**config.mk**
```make
export PLATFORM = sky130hd
export DESIGN_NAME = pc_fetch_stage
export DESIGN_NICKNAME = d
export VERILOG_FILES = /design/src/rtl/pc_fetch_stage.sv
export SDC_FILE = /design/constraint.sdc
export NUM_CORES = 1
export LEC_CHECK = 0
export CORE_MARGIN = 3
export CORE_UTILIZATION = 36
export CTS_BUF_LIST = sky130_fd_sc_hd__clkbuf_16
export CTS_CLUSTER_DIAMETER = 80
export DETAILED_ROUTE_END_ITERATION = 10
export DONT_BUFFER_PORTS = 1
export SYNTH_ARGS = -nofsm -noshare
export SYNTH_HDL_FRONTEND = slang
export SYNTH_SLANG_ARGS = --single-unit
```
**constraint.sdc**
```tcl
create_clock -name clk -period 3.8 [get_ports clk]
set_input_delay 0.38 -clock clk [delete_from_list [all_inputs] [get_ports clk]]
set_output_delay 0.38 -clock clk [all_outputs]
set_load 0.02 [all_outputs]
```
**src/rtl/pc_fetch_stage.sv**
```systemverilog
// Program counter, RUN/HALT fetch FSM and IF/ID pipeline register for the MIPS datapath.
// Instruction memory is read combinationally at pc; the fetched word appears in IF/ID one clock later.
module pc_fetch_stage #(
  parameter logic [31:0] RESET_PC   = 32'h0000_0000,
  parameter logic [31:0] HALT_INSTR = 32'h0000_000C
) (
  input  logic        clk,
  input  logic        reset,
  input  logic        stall,
  input  logic        flush,
  input  logic        redirect_en,
  input  logic [31:0] redirect_target,
  output logic [31:0] imem_addr,
  input  logic [31:0] imem_rdata,
  output logic [31:0] if_pc,
  output logic [31:0] if_pc_plus4,
  output logic [31:0] if_instr,
  output logic        if_valid,
  output logic        halted,
  output logic        misalign_err,
  output logic [31:0] fetch_count
);

  localparam logic [0:0] ST_RUN  = 1'b0;
  localparam logic [0:0] ST_HALT = 1'b1;

  logic [0:0]  state_q, state_d;
  logic [31:0] pc_q, pc_d;
  logic [31:0] if_pc_q, if_pc_d;
  logic [31:0] if_pc4_q, if_pc4_d;
  logic [31:0] if_instr_q, if_instr_d;
  logic        if_valid_q, if_valid_d;
  logic        misalign_q, misalign_d;
  logic [31:0] count_q, count_d;
  logic [31:0] pc_plus4;

  assign pc_plus4 = pc_q + 32'd4;

  always_comb begin
    state_d    = state_q;
    pc_d       = pc_q;
    if_pc_d    = if_pc_q;
    if_pc4_d   = if_pc4_q;
    if_instr_d = if_instr_q;
    if_valid_d = if_valid_q;
    misalign_d = misalign_q;
    count_d    = count_q;

    if (redirect_en) begin
      // Redirect overrides stall and always leaves exactly one bubble behind it.
      pc_d       = {redirect_target[31:2], 2'b00};
      if_instr_d = 32'h0;
      if_valid_d = 1'b0;
      state_d    = ST_RUN;
      if (redirect_target[1:0] != 2'b00) begin
        misalign_d = 1'b1;
      end
    end else if (state_q == ST_HALT) begin
      if (!stall) begin
        if_instr_d = 32'h0;
        if_valid_d = 1'b0;
      end
    end else begin
      if (flush) begin
        if_instr_d = 32'h0;
        if_valid_d = 1'b0;
      end else if (!stall) begin
        if_pc_d    = pc_q;
        if_pc4_d   = pc_plus4;
        if_instr_d = imem_rdata;
        if_valid_d = 1'b1;
        count_d    = count_q + 32'd1;
        if (imem_rdata == HALT_INSTR) begin
          state_d = ST_HALT;
        end
      end
      if (!stall) begin
        pc_d = pc_plus4;
      end
    end
  end

  always_ff @(posedge clk) begin
    if (reset) begin
      state_q    <= ST_RUN;
      pc_q       <= RESET_PC;
      if_pc_q    <= 32'h0;
      if_pc4_q   <= 32'h0;
      if_instr_q <= 32'h0;
      if_valid_q <= 1'b0;
      misalign_q <= 1'b0;
      count_q    <= 32'h0;
    end else begin
      state_q    <= state_d;
      pc_q       <= pc_d;
      if_pc_q    <= if_pc_d;
      if_pc4_q   <= if_pc4_d;
      if_instr_q <= if_instr_d;
      if_valid_q <= if_valid_d;
      misalign_q <= misalign_d;
      count_q    <= count_d;
    end
  end

  assign imem_addr    = pc_q;
  assign if_pc        = if_pc_q;
  assign if_pc_plus4  = if_pc4_q;
  assign if_instr     = if_instr_q;
  assign if_valid     = if_valid_q;
  assign halted       = (state_q == ST_HALT);
  assign misalign_err = misalign_q;
  assign fetch_count  = count_q;

endmodule

```
==> results of run 1 <==
## final cells by class
cell class | count | area share
multi-input combinational | 639 | 0.466
sequential | 157 | 0.396
clock buffer | 17 | 0.0536
tap | 265 | 0.0418
clock inverter | 15 | 0.0216
timing repair buffer | 13 | 0.0123
inverter | 19 | 0.00899
## layer usage
layer  GRT usage  routed length, um
met1       0.274              10100
met4      0.0634                374
met2       0.306              10400
met5           0                  0
met3      0.0592               1790
## critical path: stages, from the launching register on
cell	delay [ns]
dfxtp_1	0.65
ha_1	0.46
nand4_1	0.34
or4_1	0.77
or3_1	0.37
a311oi_1	0.26
## where the power goes
group	leakage, nW	internal, mW	total [mW]	switching (mW)
combinational	0.836	0.0731	0.189	0.116
clock	0.286	1.03	1.75	0.713
sequential	1.28	1.70	1.85	0.151
total	2.40	2.80	3.79	0.981
## registers in the layout, indices dropped and copies added, names as in the netlist
name          flops
if_instr         32
fetch_count      32
halted            1
imem_addr        30
if_pc            30
if_valid          1
if_pc_plus4      30
misalign_err      1
## final timing paths
path                                  endpoint  slack, ns  depth (start not counted)
setup / recovery  if_pc_plus4[20]$_SDFFE_PP0P_       0.87                          5
hold / removal    fetch_count[25]$_SDFFE_PP0P_       0.04                          1
setup reg to reg  if_pc_plus4[20]$_SDFFE_PP0P_       0.87                          5
hold reg to reg          if_pc[6]$_SDFFE_PP0P_       0.56                          2
## cells by family after synthesis
group           after synthesis  share of synthesized area
compound gates              196                      0.185
simple gates                406                      0.282
fa+ha+maj                     2                    0.00346
other cells                   1                   0.000518
buf+inv                     107                     0.0598
mux                           1                    0.00156
flops                       157                      0.434
xor+xnor                     28                     0.0339
## stage by stage
stage / cell area [sq um] / util / hold slack [ns]
2_1_floorplan: 7260 / - / 0.519
3_3_place_gp: 7340 / 0.375 / 0.468
3_5_place_dp: 7340 / 0.375 / 0.471
4_1_cts: 7940 / 0.405 / 0.0139
5_1_grt: 7940 / 0.405 / 0.0327
6_report: 7940 / 0.405 / 0.0445
## cells in the final DEF (no fill, tap or decap), drive strengths merged, types with 17 or more instances in the layout
master and count:
a21oi 58, nor2 108, or3 23, xnor2 19
a22oi 33, or4 21, o21ai 18, a211oi 25
nand2 109, clkbuf 17, dfxtp 157, inv 23
a311oi 21, nor4 42, nand3 30, nand4 19
==> impl_summary.log, run 1 <==
[metrics] total DRC errors in the routed layout: 0
[metrics] minimum clock period after layout: 2.93 ns
[metrics] starting density of the core: 0.369
[metrics] Max Fclk: 342 MHz
[metrics] status: complete, no violations
[metrics] io pins: 232
[metrics] unrepaired setup endpoints after global routing: no
[metrics] most frequent cell after synthesis: dfxtp_1
[metrics] most used flip-flop cell after synthesis: dfxtp_1
[metrics] aggregate global-route resource usage: 0.201
[metrics] maximum capacitance violations: 0
[metrics] first-pass GRT wire length: 35.0 mm
[metrics] layout cells sized above 1: 0.0651
[metrics] required time at the worst-slack endpoint: 4.13 ns
[metrics] area of the die: 0.0218 sq mm
[metrics] total area of multi-input combinational cells: 0.00370 sq mm
[metrics] largest area contributor in the netlist: dfxtp_1
[metrics] worst relative slew slack: 0.442
[metrics] Seq/Total Area, Yosys: 0.434
[metrics] gr ovfl total: 0
[metrics] power density over the cells: 477 mW/mm^2
[metrics] die boundary width: 148 um
[metrics] total wirelength of the detailed-routed design: 22.6 mm
[metrics] final-layout setup total negative slack: 0 ns
[metrics] total count of hold-check failures in the final report: 0
[metrics] cell types with the largest area share after synthesis: dfxtp_1 (43%), nand2_1 (5.7%), nor2_1 (5.6%)
[metrics] Final Slew Violations: 0
[metrics] post-synth top area share: 0.434
[metrics] Clock transition at path regs: 0.07 ns
[metrics] post-synthesis average cell area: 8.06 sq um
[metrics] Total Power Consumption: 3.79 mW
[metrics] routed len/inst: 20.1 um
[metrics] Mapped Cells: 898
[metrics] Critical Setup Path Class: register to register
[metrics] number of resized instances in the post-cts repair step: 0
[metrics] count of flip-flops with a built-in enable after synthesis: 0
[metrics] vias per std cell: 5.79
[metrics] post-layout instance count excluding filler cells: 1125
[metrics] via count of the first global-routing pass: 5870
[metrics] Placed Cells: 1093
[metrics] floorplan die height: 148 um
[metrics] number of buffers on the longest clock path: 2
[metrics] buffers added on ports: 0
[metrics] timing startpoint of the critical path: imem_addr[3]$_SDFFE_PP0P_
[metrics] Detail Route Antenna Nets: 0
[metrics] Area growth syn-to-layout: 9.66%
[metrics] clock network latency to the later pin of the worst-skew pair: 0.42 ns
[metrics] pre-CTS setup slack: 0.898 ns
[metrics] Critical Path Source Type: register
[metrics] Synth async-reset ratio: 0
[metrics] initial antenna violation count: 0
[metrics] Final HPWL DP: 15.6 mm
[metrics] launch point of the worst reg-to-reg path: imem_addr[3]$_SDFFE_PP0P_
[metrics] number of library cell types mapped by synthesis: 47
[metrics] total number of H-tree levels: 4
[metrics] hold_sp: reset
[metrics] Clk Tree Root Cell: clkbuf_16
[metrics] total number of vias: 6514
[metrics] NumNets Final: 918
[metrics] # Post-CTS Setup Buffers: 0
[metrics] global placement routability congestion: 0.795
[metrics] number of CTS-inserted buffers: 17
[metrics] kind of path behind the tightest hold check: primary input to register
[metrics] worst-path maximum fanout: 9
[metrics] final critical-path setup slack: 0.874 ns
[metrics] filler cell count: 2024
[metrics] violation count after the first detailed-route iteration: 450
[metrics] CP Data Arrival Time: 3.26 ns
[metrics] reported leakage power: 2.40 nW
[metrics] largest net degree at the start of global routing: 130
[metrics] cts hold-fix bufs: 0
[metrics] capturing element type of the critical path: register
[metrics] clock sink count: 157
[metrics] worst slew pin tran: 0.831 ns
[metrics] number of synthesized register bits: 157
[metrics] ratio of final minimum period to clock period: 0.770
[metrics] first-pass iteration count of the detailed router: 5
[metrics] setup violators final: 0
[metrics] setup skew after layout: 0.0101 ns
[metrics] Ys Warns: 0
[metrics] count of standard-cell rows: 51
[metrics] top cells by count, synth: dfxtp_1 (157), nand2_1 (109), nor2_1 (108)
[metrics] VDD IR-drop max: 0.238 mV
[metrics] TritonCTS clock tree: yes
[metrics] Core Box Area: 0.0196 sq mm
[metrics] netlist area before placement: 0.00724 sq mm
[metrics] number of diodes: 0
[metrics] Register Area: 0.00314 sq mm
No activity file was read; power rests on OpenSTA's default activity.
==> inputs of run 2 (changes only) <==
- clock period: 3.8 -> 2.7 ns (I/O delays scaled with it)
==> run 2 against run 1 <==
Sequential power is 37% higher; clock power is 41% higher; register-to-register slack worse by 0.54 ns; count of clock-buffer cells in the layout stayed put; via count is 6.6% higher; highest routed layer unchanged.
==> impl_summary.log, run 2 (synthesis gave the netlist of run 1 again) <==
[metrics] status: complete, no violations
[metrics] VDD IR-drop max: 0.351 mV (+47%)
[metrics] Area growth syn-to-layout: 20.3%
[metrics] largest stage delay on the critical path: 0.74 ns (-0.03 ns)
[metrics] worst relative slew slack: 0.534 (+0.0912)
[metrics] floorplan die height: 148 um (unchanged)
[metrics] required time at the worst-slack endpoint: 3.04 ns (-1.09 ns)
[metrics] gr ovfl total: 0 (unchanged)
[metrics] Final HPWL DP: 16.1 mm (+3.2%)
[metrics] routed len/inst: 19.5 um (-3.1%)
[metrics] number of diodes: 0 (unchanged)
[metrics] largest net degree at the start of global routing: 117 (-10%)
[metrics] routed length on met3: 2.00 mm (+12%)
[metrics] power density over the cells: 625 mW/mm^2 (+31%)
[metrics] worst-path maximum fanout: 15 (+6)
[metrics] ratio of final minimum period to clock period: 0.876 (+0.105)
[metrics] cts hold-fix bufs: 40 (+40)
[metrics] NumNets Final: 1005 (+9.5%)
[metrics] WL met1: 10.0 mm (about the same)
[metrics] Clk Tree Root Cell: clkbuf_16
[metrics] kind of path behind the tightest hold check: primary input to register
[metrics] first-pass GRT wire length: 37.3 mm (+6.6%)
[metrics] number of CTS-inserted buffers: 17 (unchanged)
[metrics] Max Fclk: 423 MHz (+24%)
[metrics] total DRC errors in the routed layout: 0 (unchanged)
[metrics] Final Slew Violations: 0 (unchanged)
[metrics] first-pass iteration count of the detailed router: 5 (unchanged)
[metrics] area of the die: 0.0218 sq mm (unchanged)
[metrics] via count of the first global-routing pass: 6695 (+14%)
[metrics] die boundary width: 148 um (unchanged)
[metrics] layout cells sized above 1: 0.111 (+0.0458)
[metrics] io pins: 232 (unchanged)
[metrics] routed wire length on met2: 11.0 mm (+5.3%)
[metrics] aggregate global-route resource usage: 0.212 (+0.0112)
[metrics] setup skew after layout: 0.0112 ns (+0.00114 ns)
[metrics] series of cell instances along the critical path: nand3_1 -> or4_1 -> buf_4 -> or4_1 -> a21oi_1
[metrics] total number of H-tree levels: 4 (unchanged)
[metrics] Placed Cells: 1140 (+4.3%)
[metrics] capturing element type of the critical path: register
[metrics] post-layout instance count excluding filler cells: 1212 (+7.7%)
[metrics] global placement routability congestion: 0.800 (+0.63%)
[metrics] uppermost layer routed: met4
[metrics] total wirelength of the detailed-routed design: 23.6 mm (+4.4%)
[metrics] # Post-CTS Setup Buffers: 0 (unchanged)
[metrics] number of resized instances in the post-cts repair step: 0 (unchanged)
[metrics] most common library cell in the layout ignoring fill and taps: dfxtp_1
[metrics] count of standard-cell rows: 51 (unchanged)
[metrics] Detail Route Antenna Nets: 0 (unchanged)
[metrics] total count of hold-check failures in the final report: 0 (unchanged)
[metrics] total number of vias: 6943 (+6.6%)
[metrics] vias per std cell: 5.73 (-1.1%)
[metrics] initial antenna violation count: 0 (unchanged)
[metrics] worst slew pin tran: 0.700 ns (-0.132 ns)
[metrics] buffers added on ports: 0 (unchanged)
[metrics] Critical Path Source Type: register
[metrics] commonest cells after routing, fill and taps aside: dfxtp_1 (157), nand2_1 (109), nor2_1 (107)
[metrics] CP Data Arrival Time: 2.71 ns (-0.55 ns)
[metrics] clock sink count: 157 (unchanged)
[metrics] Clock transition at path regs: 0.06 ns (about the same)
[metrics] clock network latency to the later pin of the worst-skew pair: 0.42 ns (about the same)
[metrics] Crit-path slowest cell: or4_1
[metrics] Critical Setup Path Class: register to register
[metrics] cell repeated most along the worst path: or4_1
[metrics] filler cell count: 1973 (-2.5%)
[metrics] maximum capacitance violations: 0 (unchanged)
[metrics] number of buffers on the longest clock path: 2 (unchanged)
[metrics] starting density of the core: 0.369 (unchanged)
[metrics] TritonCTS clock tree: yes
[metrics] setup violators final: 0 (unchanged)
[metrics] reported leakage power: 2.82 nW (+18%)
[metrics] unrepaired setup endpoints after global routing: no
[metrics] Core Box Area: 0.0196 sq mm (unchanged)
[metrics] minimum clock period after layout: 2.36 ns (-0.562 ns)
[metrics] final-layout setup total negative slack: 0 ns (unchanged)
[metrics] utilization of the core after routing: 0.444 (+0.0393)
[metrics] violation count after the first detailed-route iteration: 476 (+5.8%)
-- run 2: changes by cell type in the layout (fill, tap and decap cells not counted), sizes merged --
| cell | delta |
|---|---|
| buf | +48 |
| inv | -2 |
| clkinvlp | -2 |
| dlygate4sd3 | +39 |
| clkinv | +4 |
-- run 2: power by group --
part	leakage (nW)	total [mW]	switching, mW	internal [mW]
sequential	1.28	2.53	0.142	2.39
combinational	1.25	0.451	0.278	0.173
clock	0.292	2.46	1.01	1.45
-- run 2: final cells by class --
cell class                      instances  area [sq um]  share of cell area
Clock buffer                           17           425              0.0489
Inverter                               19          71.3             0.00819
Sequential cell                       157          3140               0.361
Clock inverter                         15           171              0.0197
Tap cell                              265           332              0.0381
Multi-Input combinational cell        639          3700               0.424
Timing Repair Buffer                  100           868              0.0997
-- run 2: final timing paths --
| check | slack [ns] | from | cells past startpoint | endpoint |
|---|---|---|---|---|
| worst max register to register | 0.34 | fetch_count[12]$_SDFFE_PP0P_ | 5 | fetch_count[30]$_SDFFE_PP0P_ |
| worst min-delay path | 0.02 | imem_rdata[17] | 2 | if_instr[17]$_SDFFE_PP0P_ |
| worst min register to register | 0.55 | imem_addr[18]$_SDFFE_PP0P_ | 2 | if_pc[18]$_SDFFE_PP0P_ |
| worst max-delay path | 0.34 | fetch_count[12]$_SDFFE_PP0P_ | 5 | fetch_count[30]$_SDFFE_PP0P_ |
-- run 2: through the flow --
step	area, sq um	setup WS [ns]	hold WS (ns)	power, mW
3_3_place_gp	7690	0.371	0.377	2.95
6_report	8710	0.336	0.0190	5.45
4_1_cts	8710	0.335	0.000576	5.52
2_1_floorplan	7260	0.242	0.409	2.86
5_1_grt	8710	0.182	0.00347	5.65
3_5_place_dp	7690	0.370	0.376	2.96
-- run 2: layer usage --
layer / GRT usage / vias to the layer above
met5: 0 / -
met4: 0.0755 / 0
met3: 0.0714 / 38
met2: 0.338 / 263
met1: 0.267 / 3279
li1: - / 3363
-- run 2: worst max-delay path, delay by kind of cell (launching register included) --
family	cells	cell delay (ns)
flip-flops	1	0.52
AND/OR/NAND/NOR	3	1.36
AO/OA/AOI/OAI	1	0.15
buffers and inverters	1	0.26
==> inputs of run 3 (changes only) <==
- ABC_AREA: not set -> 1
==> run 3 against run 2 <==
Clock power shrank 8%; sequential power grew 2%; synthesized area is 4.2% higher; core utilization is 2.8 points lower; die area grew 4.0%; first-iteration DRC count decreased by 2.1%; power down 3.7%; routed wire length rose by 0.62%; via count rose by 0.78%.
==> impl_summary.log, run 3 <==
[metrics] required time at the worst-slack endpoint: 3.04 ns (about the same)
[metrics] CP Data Arrival Time: 2.34 ns (-0.37 ns)
[metrics] most used flip-flop cell after synthesis: dfxtp_1
[metrics] Clock transition at path regs: 0.07 ns (about the same)
[metrics] VDD IR-drop max: 0.390 mV (+11%)
[metrics] Critical Setup Path Class: register to register
[metrics] routed len/inst: 16.9 um (-13%)
[metrics] Clk Tree Root Cell: clkbuf_16
[metrics] capturing element type of the critical path: register
[metrics] flop2flop setup slack: 0.70 ns (+0.36 ns)
[metrics] gr ovfl total: 0 (unchanged)
[metrics] Core Box Area: 0.0204 sq mm (+4.3%)
[metrics] post-synthesis average cell area: 6.72 sq um (-17%)
[metrics] launch point of the worst reg-to-reg path: halted$_SDFF_PP0_
[metrics] most common library cell in the layout ignoring fill and taps: nand2_1
[metrics] top cell family by delay on the critical path: buffers and inverters
[metrics] Final HPWL DP: 17.2 mm (+7.3%)
[metrics] total number of vias: 6997 (+0.78%)
[metrics] Mapped Cells: 1122 (+25%)
[metrics] global placement routability congestion: 0.949 (+19%)
[metrics] initial antenna violation count: 1 (+1)
[metrics] utilization of the core after routing: 0.416 (-0.0280)
[metrics] reported leakage power: 3.29 nW (+17%)
[metrics] total number of H-tree levels: 4 (unchanged)
[metrics] aggregate global-route resource usage: 0.204 (-0.00797)
[metrics] starting density of the core: 0.369 (about the same)
[metrics] top cells by count, synth: nand2_1 (276), nor2_1 (195), dfxtp_1 (157)
[metrics] power density over the cells: 616 mW/mm^2 (-1.5%)
[metrics] Seq/Total Area, Yosys: 0.417 (-0.0176)
[metrics] Hold Crit Endpoint: if_instr[15]$_SDFFE_PP0P_
[metrics] Detail Route Antenna Nets: 0 (unchanged)
[metrics] cell types with the largest area share after synthesis: dfxtp_1 (42%), nand2_1 (14%), nor2_1 (9.7%)
[metrics] final instance area: 0.00851 sq mm (-2.3%)
[metrics] FF-to-FF path depth: 8 (+3)
[metrics] worst reg2reg endpoint: imem_addr[15]$_SDFFE_PP0P_
[metrics] clock sink count: 157 (unchanged)
[metrics] final-layout setup total negative slack: 0 ns (unchanged)
[metrics] kind of path behind the tightest hold check: primary input to register
[metrics] total wirelength of the detailed-routed design: 23.8 mm (+0.62%)
[metrics] post-synth top area share: 0.417 (-0.0176)
[metrics] setup violators final: 0 (unchanged)
[metrics] clock network latency to the later pin of the worst-skew pair: 0.42 ns (about the same)
[metrics] layout cells sized above 1: 0.0764 (-0.0344)
[metrics] Total Power Consumption: 5.24 mW (-3.7%)
[metrics] filler cell count: 2200 (+12%)
[metrics] number of buffers on the longest clock path: 2 (unchanged)
[metrics] Buf/Inv on CP: 4 (+3)
[metrics] area post-placement: 0.00776 sq mm (+0.91%)
[metrics] netlist area before placement: 0.00754 sq mm (+4.2%)
[metrics] number of synthesized register bits: 157 (unchanged)
[metrics] setup skew after layout: 0.00703 ns (-0.00417 ns)
[metrics] total count of hold-check failures in the final report: 0 (unchanged)
[metrics] # Post-CTS Setup Buffers: 0 (unchanged)
[metrics] largest stage delay on the critical path: 0.53 ns (-0.21 ns)
[metrics] most frequent cell after synthesis: nand2_1
[metrics] vias per std cell: 4.97 (-13%)
[metrics] Max Fclk: 499 MHz (+18%)
[metrics] Ys Warns: 0 (unchanged)
[metrics] first-pass iteration count of the detailed router: 5 (unchanged)
[metrics] cts hold-fix bufs: 18 (-55%)
[metrics] minimum clock period after layout: 2.00 ns (-0.361 ns)
[metrics] largest area contributor in the netlist: dfxtp_1
[metrics] uppermost layer routed: met4
[metrics] count of flip-flops with a built-in enable after synthesis: 0 (unchanged)
[metrics] Critical Path Source Type: register
[metrics] routed wire length on met2: 10.8 mm (-1.3%)
[metrics] series of cell instances along the critical path: inv_1 -> nand2_1 -> nand2_1 -> buf_4 -> inv_1 -> a22o_1 -> inv_1 -> a21oi_1
[metrics] io pins: 232 (unchanged)
[metrics] WL met1: 10.3 mm (+2.7%)
[metrics] total DRC errors in the routed layout: 0 (unchanged)
[metrics] Synth async-reset ratio: 0 (unchanged)
[metrics] worst slew pin tran: 0.996 ns (+0.297 ns)
[metrics] unrepaired setup endpoints after global routing: no
[metrics] hold_sp: imem_rdata[15]
[metrics] status: complete, no violations
[metrics] commonest cells after routing, fill and taps aside: nand2_1 (275), nor2_1 (194), dfxtp_1 (157)
[metrics] TritonCTS clock tree: yes
[metrics] worst-path maximum fanout: 18 (+3)
[metrics] routed length on met3: 2.24 mm (+12%)
[metrics] via count of the first global-routing pass: 6420 (-4.1%)
[metrics] cell depth of the worst min-delay path: 2 (unchanged)
[metrics] number of CTS-inserted buffers: 17 (unchanged)
[metrics] ratio of final minimum period to clock period: 0.742 (-0.134)
[metrics] Final Slew Violations: 0 (unchanged)
[metrics] largest net degree at the start of global routing: 50 (-57%)
[metrics] count of standard-cell rows: 52 (+2.0%)
[metrics] cell repeated most along the worst path: inv_1
[metrics] die boundary width: 151 um (+2.0%)
[metrics] number of resized instances in the post-cts repair step: 0 (unchanged)
[metrics] area of the die: 0.0227 sq mm (+4.0%)
[metrics] NumNets Final: 1196 (+19%)
[metrics] Crit-path slowest cell: dfxtp_1
[metrics] first-pass GRT wire length: 36.2 mm (-2.8%)
[metrics] worst relative slew slack: 0.335 (-0.199)
[metrics] violation count after the first detailed-route iteration: 466 (-2.1%)
[metrics] number of library cell types mapped by synthesis: 40 (-15%)
[metrics] maximum capacitance violations: 0 (unchanged)
[metrics] buffers added on ports: 0 (unchanged)
[metrics] floorplan die height: 151 um (+2.0%)
[metrics] Area growth syn-to-layout: 12.8%
run 3: cell count changes after synthesis, moves of 21 or more:
cell and change:
clkbuf_1 -41, nor2_1 +87, o21ai_0 +25, o21ai_1 +41, nand3_1 +33, nand2_1 +167
a311oi_1 -21, or3_1 -23, a22oi_1 -33, inv_1 +88, a211oi_1 -25, a21oi_1 +32
nor4_1 -41
run 3: worst max-delay path by stage:
stage / depth (start not counted) / slack (ns) / from / endpoint
floorplan: 10 / 1.05 / imem_addr[2]$_SDFFE_PP0P_ / if_pc_plus4[26]$_SDFFE_PP0P_
global placement: 10 / 0.69 / halted$_SDFF_PP0_ / fetch_count[17]$_SDFFE_PP0P_
detailed placement: 10 / 0.68 / halted$_SDFF_PP0_ / fetch_count[17]$_SDFFE_PP0P_
CTS: 8 / 0.67 / halted$_SDFF_PP0_ / imem_addr[13]$_SDFFE_PP0P_
global route: 10 / 0.51 / halted$_SDFF_PP0_ / fetch_count[17]$_SDFFE_PP0P_
finish: 8 / 0.70 / halted$_SDFF_PP0_ / imem_addr[15]$_SDFFE_PP0P_
run 3: where the power goes:
group | switching [mW] | total [mW] | internal [mW]
logic | 0.250 | 0.385 | 0.135
registers | 0.184 | 2.58 | 2.40
clock network | 1.06 | 2.27 | 1.21
run 3: through the flow:
stage | hold slack, ns | std cells | setup WS, ns
3_5_place_dp | 0.353 | 1358 | 0.676
2_1_floorplan | 0.434 | 1127 | 1.05
5_1_grt | 0.00468 | 1409 | 0.511
3_3_place_gp | 0.349 | 1358 | 0.687
6_report | 0.0176 | 1409 | 0.697
4_1_cts | 0.000642 | 1408 | 0.671
run 3: layer usage:
metal,up-vias,global-route usage
met5,-,0.0159
met4,0,0.0512
met3,21,0.0695
met2,238,0.321
met1,3177,0.267
li1,3561,-
run 3: cell type report:
| cell class | instances | area (sq um) | share of cell area |
|---|---|---|---|
| clock buffer | 17 | 425 | 0.0500 |
| inverter | 113 | 427 | 0.0501 |
| timing repair buffer | 34 | 323 | 0.0379 |
| multi-input combinational | 802 | 3720 | 0.438 |
| antenna | 1 | 2.50 | 0.000294 |
| sequential | 157 | 3140 | 0.369 |
| tap | 270 | 338 | 0.0397 |
| clock inverter | 15 | 128 | 0.0150 |
run 3: logic make-up after synthesis:
family	Yosys count	synth area share
buf+inv	168	0.0934
other cells	1	0.000497
compound gates	197	0.138
xor+xnor	18	0.0219
flops	157	0.417
fa+ha+maj	2	0.00332
simple gates	579	0.326
run 3: worst reg2reg max path, stage by stage, from the launching register on:
cell and delay, ns:
dfxtp_1 0.53, inv_1 0.14, nand2_1 0.14, nand2_1 0.07
buf_4 0.20, inv_1 0.44, a22o_1 0.22, inv_1 0.04
a21oi_1 0.15
